### src/rtl/soi_trace_stream.sv
// soi_trace_stream
// Observes a signal-of-interest probe and records every value change, together
// with a free-running cycle timestamp, into a first-word-fall-through FIFO that
// drains to a host-side reader over a valid/ready stream.
// Optional feature: define SOI_TRACE_DROP_CNT_EN to add the saturating 16-bit
// drop_cnt output; without it, overflow is the only loss indication.

module soi_trace_stream #(
    parameter int WIDTH    = 1,
    parameter int TS_WIDTH = 32,
    parameter int DEPTH    = 16
) (
    input  logic                     clk,
    input  logic                     rst_n,
    input  logic                     en,
    input  logic [WIDTH-1:0]         probe,
    output logic                     out_valid,
    input  logic                     out_ready,
    output logic [WIDTH-1:0]         out_value,
    output logic [TS_WIDTH-1:0]      out_ts,
    output logic [$clog2(DEPTH):0]   level,
    output logic                     overflow,
    input  logic                     clr_overflow
`ifdef SOI_TRACE_DROP_CNT_EN
    ,
    output logic [15:0]              drop_cnt
`endif
);

    localparam int AW = $clog2(DEPTH);
    localparam int LW = AW + 1;
    localparam int RW = WIDTH + TS_WIDTH;
    localparam logic [LW-1:0] FULL_LEVEL = LW'(DEPTH);

    // Observation state
    logic [TS_WIDTH-1:0] ts_r;
    logic [WIDTH-1:0]    prev_r;
    logic                en_d_r;

    // FIFO state
    logic [RW-1:0]       mem_r [DEPTH];
    logic [AW-1:0]       wr_ptr_r;
    logic [AW-1:0]       rd_ptr_r;
    logic [LW-1:0]       level_r;
    logic [LW-1:0]       level_nxt_s;
    logic                out_valid_r;
    logic                overflow_r;

    // Per-edge decisions
    logic                event_s;
    logic                pop_s;
    logic                push_s;
    logic                drop_s;

    // Decide event, pop, push and drop for the coming edge
    always_comb begin
        event_s = 1'b0;
        pop_s   = 1'b0;
        push_s  = 1'b0;
        drop_s  = 1'b0;
        if (en && (!en_d_r || (probe != prev_r))) begin
            event_s = 1'b1;
        end else begin
            event_s = 1'b0;
        end
        pop_s = out_valid_r & out_ready;
        // A full FIFO still accepts a record when the head leaves at the same edge
        if (event_s && ((level_r != FULL_LEVEL) || pop_s)) begin
            push_s = 1'b1;
            drop_s = 1'b0;
        end else if (event_s) begin
            push_s = 1'b0;
            drop_s = 1'b1;
        end else begin
            push_s = 1'b0;
            drop_s = 1'b0;
        end
    end

    // Next occupancy from the push/pop combination
    always_comb begin
        level_nxt_s = level_r;
        case ({push_s, pop_s})
            2'b10:   level_nxt_s = level_r + LW'(1'b1);
            2'b01:   level_nxt_s = level_r - LW'(1'b1);
            default: level_nxt_s = level_r;
        endcase
    end

    // Free-running timestamp, previous-value and enable-delay registers
    always_ff @(posedge clk or negedge rst_n) begin
        if (!rst_n) begin
            ts_r   <= '0;
            prev_r <= '0;
            en_d_r <= 1'b0;
        end else begin
            ts_r   <= ts_r + TS_WIDTH'(1'b1);
            prev_r <= probe;
            en_d_r <= en;
        end
    end

    // Record storage; contents are meaningless until covered by level
    always_ff @(posedge clk) begin
        if (push_s) begin
            mem_r[wr_ptr_r] <= {probe, ts_r};
        end
    end

    // Pointers, occupancy and registered valid flag
    always_ff @(posedge clk or negedge rst_n) begin
        if (!rst_n) begin
            wr_ptr_r    <= '0;
            rd_ptr_r    <= '0;
            level_r     <= '0;
            out_valid_r <= 1'b0;
        end else begin
            if (push_s) begin
                wr_ptr_r <= wr_ptr_r + AW'(1'b1);
            end
            if (pop_s) begin
                rd_ptr_r <= rd_ptr_r + AW'(1'b1);
            end
            level_r     <= level_nxt_s;
            out_valid_r <= (level_nxt_s != '0);
        end
    end

    // Sticky loss flag; a drop wins over a simultaneous clear
    always_ff @(posedge clk or negedge rst_n) begin
        if (!rst_n) begin
            overflow_r <= 1'b0;
        end else if (drop_s) begin
            overflow_r <= 1'b1;
        end else if (clr_overflow) begin
            overflow_r <= 1'b0;
        end
    end

`ifdef SOI_TRACE_DROP_CNT_EN
    logic [15:0] drop_cnt_r;

    // Saturating drop counter; a clear coinciding with a drop restarts at one
    always_ff @(posedge clk or negedge rst_n) begin
        if (!rst_n) begin
            drop_cnt_r <= 16'd0;
        end else if (drop_s && clr_overflow) begin
            drop_cnt_r <= 16'd1;
        end else if (drop_s) begin
            if (drop_cnt_r != 16'hFFFF) begin
                drop_cnt_r <= drop_cnt_r + 16'd1;
            end
        end else if (clr_overflow) begin
            drop_cnt_r <= 16'd0;
        end
    end

    assign drop_cnt = drop_cnt_r;
`endif

    assign out_valid               = out_valid_r;
    assign level                   = level_r;
    assign overflow                = overflow_r;
    assign {out_value, out_ts}     = mem_r[rd_ptr_r];

endmodule

### config.mk
export PLATFORM = sky130hd
export DESIGN_NAME = soi_trace_stream
export DESIGN_NICKNAME = d
export VERILOG_FILES = /design/src/rtl/soi_trace_stream.sv
export SDC_FILE = /design/constraint.sdc
export NUM_CORES = 1
export LEC_CHECK = 0
export CAP_MARGIN = 20
export CORE_ASPECT_RATIO = 0.5
export CORE_MARGIN = 2
export CORE_UTILIZATION = 43
export CTS_BUF_LIST = sky130_fd_sc_hd__clkbuf_16
export DETAILED_ROUTE_END_ITERATION = 10
export GPL_TIMING_DRIVEN = 0
export PLACE_DENSITY = 0.64
export SLEW_MARGIN = 20
export SYNTH_ARGS = -nofsm -noshare
export SYNTH_HDL_FRONTEND = slang
export SYNTH_SLANG_ARGS = --single-unit
### constraint.sdc
create_clock -name clk -period 9.95 [get_ports clk]
set_clock_uncertainty 0.05 [all_clocks]
set_input_delay 1.4925 -clock clk [delete_from_list [all_inputs] [get_ports clk]]
set_output_delay 1.4925 -clock clk [all_outputs]
set_load 0.05 [all_outputs]
==> impl_metrics.tcl <==
set metrics [dict create \
    rows 59 \
    cts_hold_buf 0 \
    cp-start-kind "flop" \
    min_path_type "reg -> reg" \
    drt-wirelength-per-cell_um 23.9 \
    wl_mm 49.9 \
    worst_setup_path_end_kind "output port" \
    hold_depth 2 \
    insertion_delay_ns 0.57 \
    finalSetupViolCount 0 \
    arrival_ns 4.13 \
    maxSlewViolCount 0 \
    crit_fanout 10 \
    gp_congestion 0.756 \
    period_needed_ns 5.67 \
    synth_area_mm2 0.0225 \
    yosysWarnings 0 \
    num_antenna_cells 0 \
    slew_headroom_pct 33.6 \
    dr_total_vias 11700 \
    dpl.hpwl_mm 33.0 \
    grt_setup_unrepaired "no" \
    synth_ff_type "edfxtp_1" \
    die_x_um 327 \
    p_leak_nw 9.25 \
    dp.cells 1988 \
    critPathRequiredTime_ns 8.41 \
    ys_seq_area_share_pct 75.9 \
    track_usage_pct 18.5 \
    intPower_w 0.00478 \
    grt_pass1_vias 12000 \
    p_seq_share_pct 38.3 \
    synthesis.nets 1226 \
    synth_most_common_cell "edfxtp_1" \
    power_density_mw_per_mm2 285 \
    cts.path.max_buffers 3 \
    grt_max_degree 50 \
    h-tree-depth 2 \
    synth_cell_type_count 41 \
    cap_violations 0 \
    synth_area_leader_cell "edfxtp_1" \
    cts_resized 0 \
    synthCells 1210 \
    synth_edf_count 528 \
    status "finished, final reports clean" \
    vdd_drop_max_mv 0.152 \
    area_delta_synth_final_pct 15.7 \
    combPwrFrac_pct 35.7 \
    fin_nets 1357 \
    dieArea_mm2 0.0543 \
    reg2reg_depth 9 \
    hold_viol 0 \
    synth_seq_cells 577 \
    ios 46 \
    drc_errors 0 \
    synth_area_leaders "edfxtp_1, mux4_2, dfrtp_1" \
    portBuffers 45 \
    ant_nets 0 \
    power_switching_w 0.00265 \
    die_height_um 166 \
    start_util_pct 43.4 \
    cts_sinks 577 \
    coreArea_mm2 0.0518 \
    cpMostUsedCell "clkbuf_1" \
    async_flop_share_pct 8.49 \
    fmax_ghz 0.176 \
    period_share_pct 57.0 \
    worst_pin_slew_ns 0.996 \
    finalHoldWorstSlack_ns 0.510 \
    cpPeakStageDelay_ns 0.80 \
    synth_common_cells "edfxtp_1, mux2i_1, o21ai_0, mux4_2, nand2_1" \
    final_cells 2084 \
    p_clk_share_pct 26.0 \
    synth_top_area_share_pct 70.5 \
    drive_above_1_share_pct 18.1 \
    antenna_found_initial 0 \
    criticalPathCategory "reg -> out" \
    switching_share_pct 35.6 \
    tns_ns 0 \
    worstPathCellList "clkbuf_1 -> clkbuf_1 -> buf_1 -> mux4_2 -> a22oi_1 -> nand2_1 -> clkdlybuf4s50_1" \
    grt_pass1_wl_mm 74.9 \
    postSynthAreaPerCell_um2 18.6 \
    cts_tree "built" \
    numCtsBuffers 52 \
    firstDrtPassIters 7 \
    globalRouteOverflowTotal 0 \
    cts_setup_buffers 0 \
    ctsRootBufferMaster "clkbuf_16" \
    vias_per_cell 5.59 \
    clk_pin_slew_ns 0.06 \
    drt_iter0_drc 1245 \
    slowest_stage "buf_1" \
]
[path summary, 6_finish.rpt]
path | slack (ns) | to | from
max reg2reg | 6.72 | mem_r[1][11] | prev_r
min reg2reg | 0.51 | overflow | overflow
max in group asynchronous | 8.39 | ts_r[3] | rst_n
min in group asynchronous | 0.92 | overflow | rst_n
min | 0.51 | overflow | overflow
max | 4.28 | out_ts[29] | rd_ptr_r[1]
[state kept, by name, indices dropped and copies added (netlist names)]
name and count:
ts_r 32, prev_r 1, overflow 1, rd_ptr_r 4, out_valid 1, en_d_r 1
mem_r 528, level 5, wr_ptr_r 4
[final cells by class]
type / count / area [um^2]
timing repair buffer: 77 / 906
fill: 4190 / 25800
multi-input combinational: 566 / 5250
clock buffer: 53 / 1330
buffer: 60 / 260
tap: 701 / 877
sequential: 577 / 17100
inverter: 7 / 26.3
clock inverter: 43 / 312
[placed cells by master (no fill, tap or decap), types with 39 or more instances in the layout]
cell             Yosys  layout
edfxtp_1           528     528
mux2i_1             99      99
o21ai_0             72      72
mux4_2              66      66
nand2_1             59      59
clkbuf_16            0      53
dfrtp_1             49      49
clkdlybuf4s50_1      0      44
a21oi_1             39      39
[power groups by stage]
| stage | logic (W) | clock network [W] | registers (W) |
|---|---|---|---|
| after detailed placement | 0.00266 | 0 | 0.00290 |
| final | 0.00265 | 0.00193 | 0.00285 |
| after CTS | 0.00268 | 0.00196 | 0.00285 |
| after global routing | 0.00282 | 0.00205 | 0.00286 |
| after floorplan | 0.00168 | 0 | 0.00293 |
| after global placement | 0.00255 | 0 | 0.00291 |
[worst max-delay path: cells and delay by family, from the launching register on]
kind | cells | cell delay (ns)
and+or+nand+nor | 1 | 0.13
buffers and inverters | 4 | 2.44
muxes | 1 | 0.41
DFF | 1 | 0.37
AOI/OAI and AO/OA | 1 | 0.19
[cells by family (layout without fill, tap and decap cells)]
group | Yosys count | count (layout) | share of synthesized area (%)
compound gates | 185 | 185 | 5.21
xor+xnor | 40 | 40 | 1.56
fa+ha+maj | 10 | 10 | 0.590
buf+inv | 67 | 240 | 1.24
flops | 577 | 577 | 75.9
mux | 200 | 200 | 12.8
simple gates | 131 | 131 | 2.70
[per-layer routing]
layer  up-vias  track usage, %  part of all wire [%]
met4         0            4.67                   2.0
met5         -               0                     0
met3        72            3.67                   6.5
met2       379            29.2                    47
li1       5128               -                     -
met1      6073            26.5                    45
[through the flow]
stage	cell area [um^2]	power [W]	utilization, %	setup slack (ns)
final	26000	0.00743	50.2	4.28
after global routing	26000	0.00773	50.2	4.13
after CTS	26000	0.00748	50.2	4.27
after detailed placement	24400	0.00556	47.1	4.66
after global placement	23800	0.00546	46.0	0.693
after floorplan	22500	0.00462	-	4.69
Power figures use the tool's default switching activity.
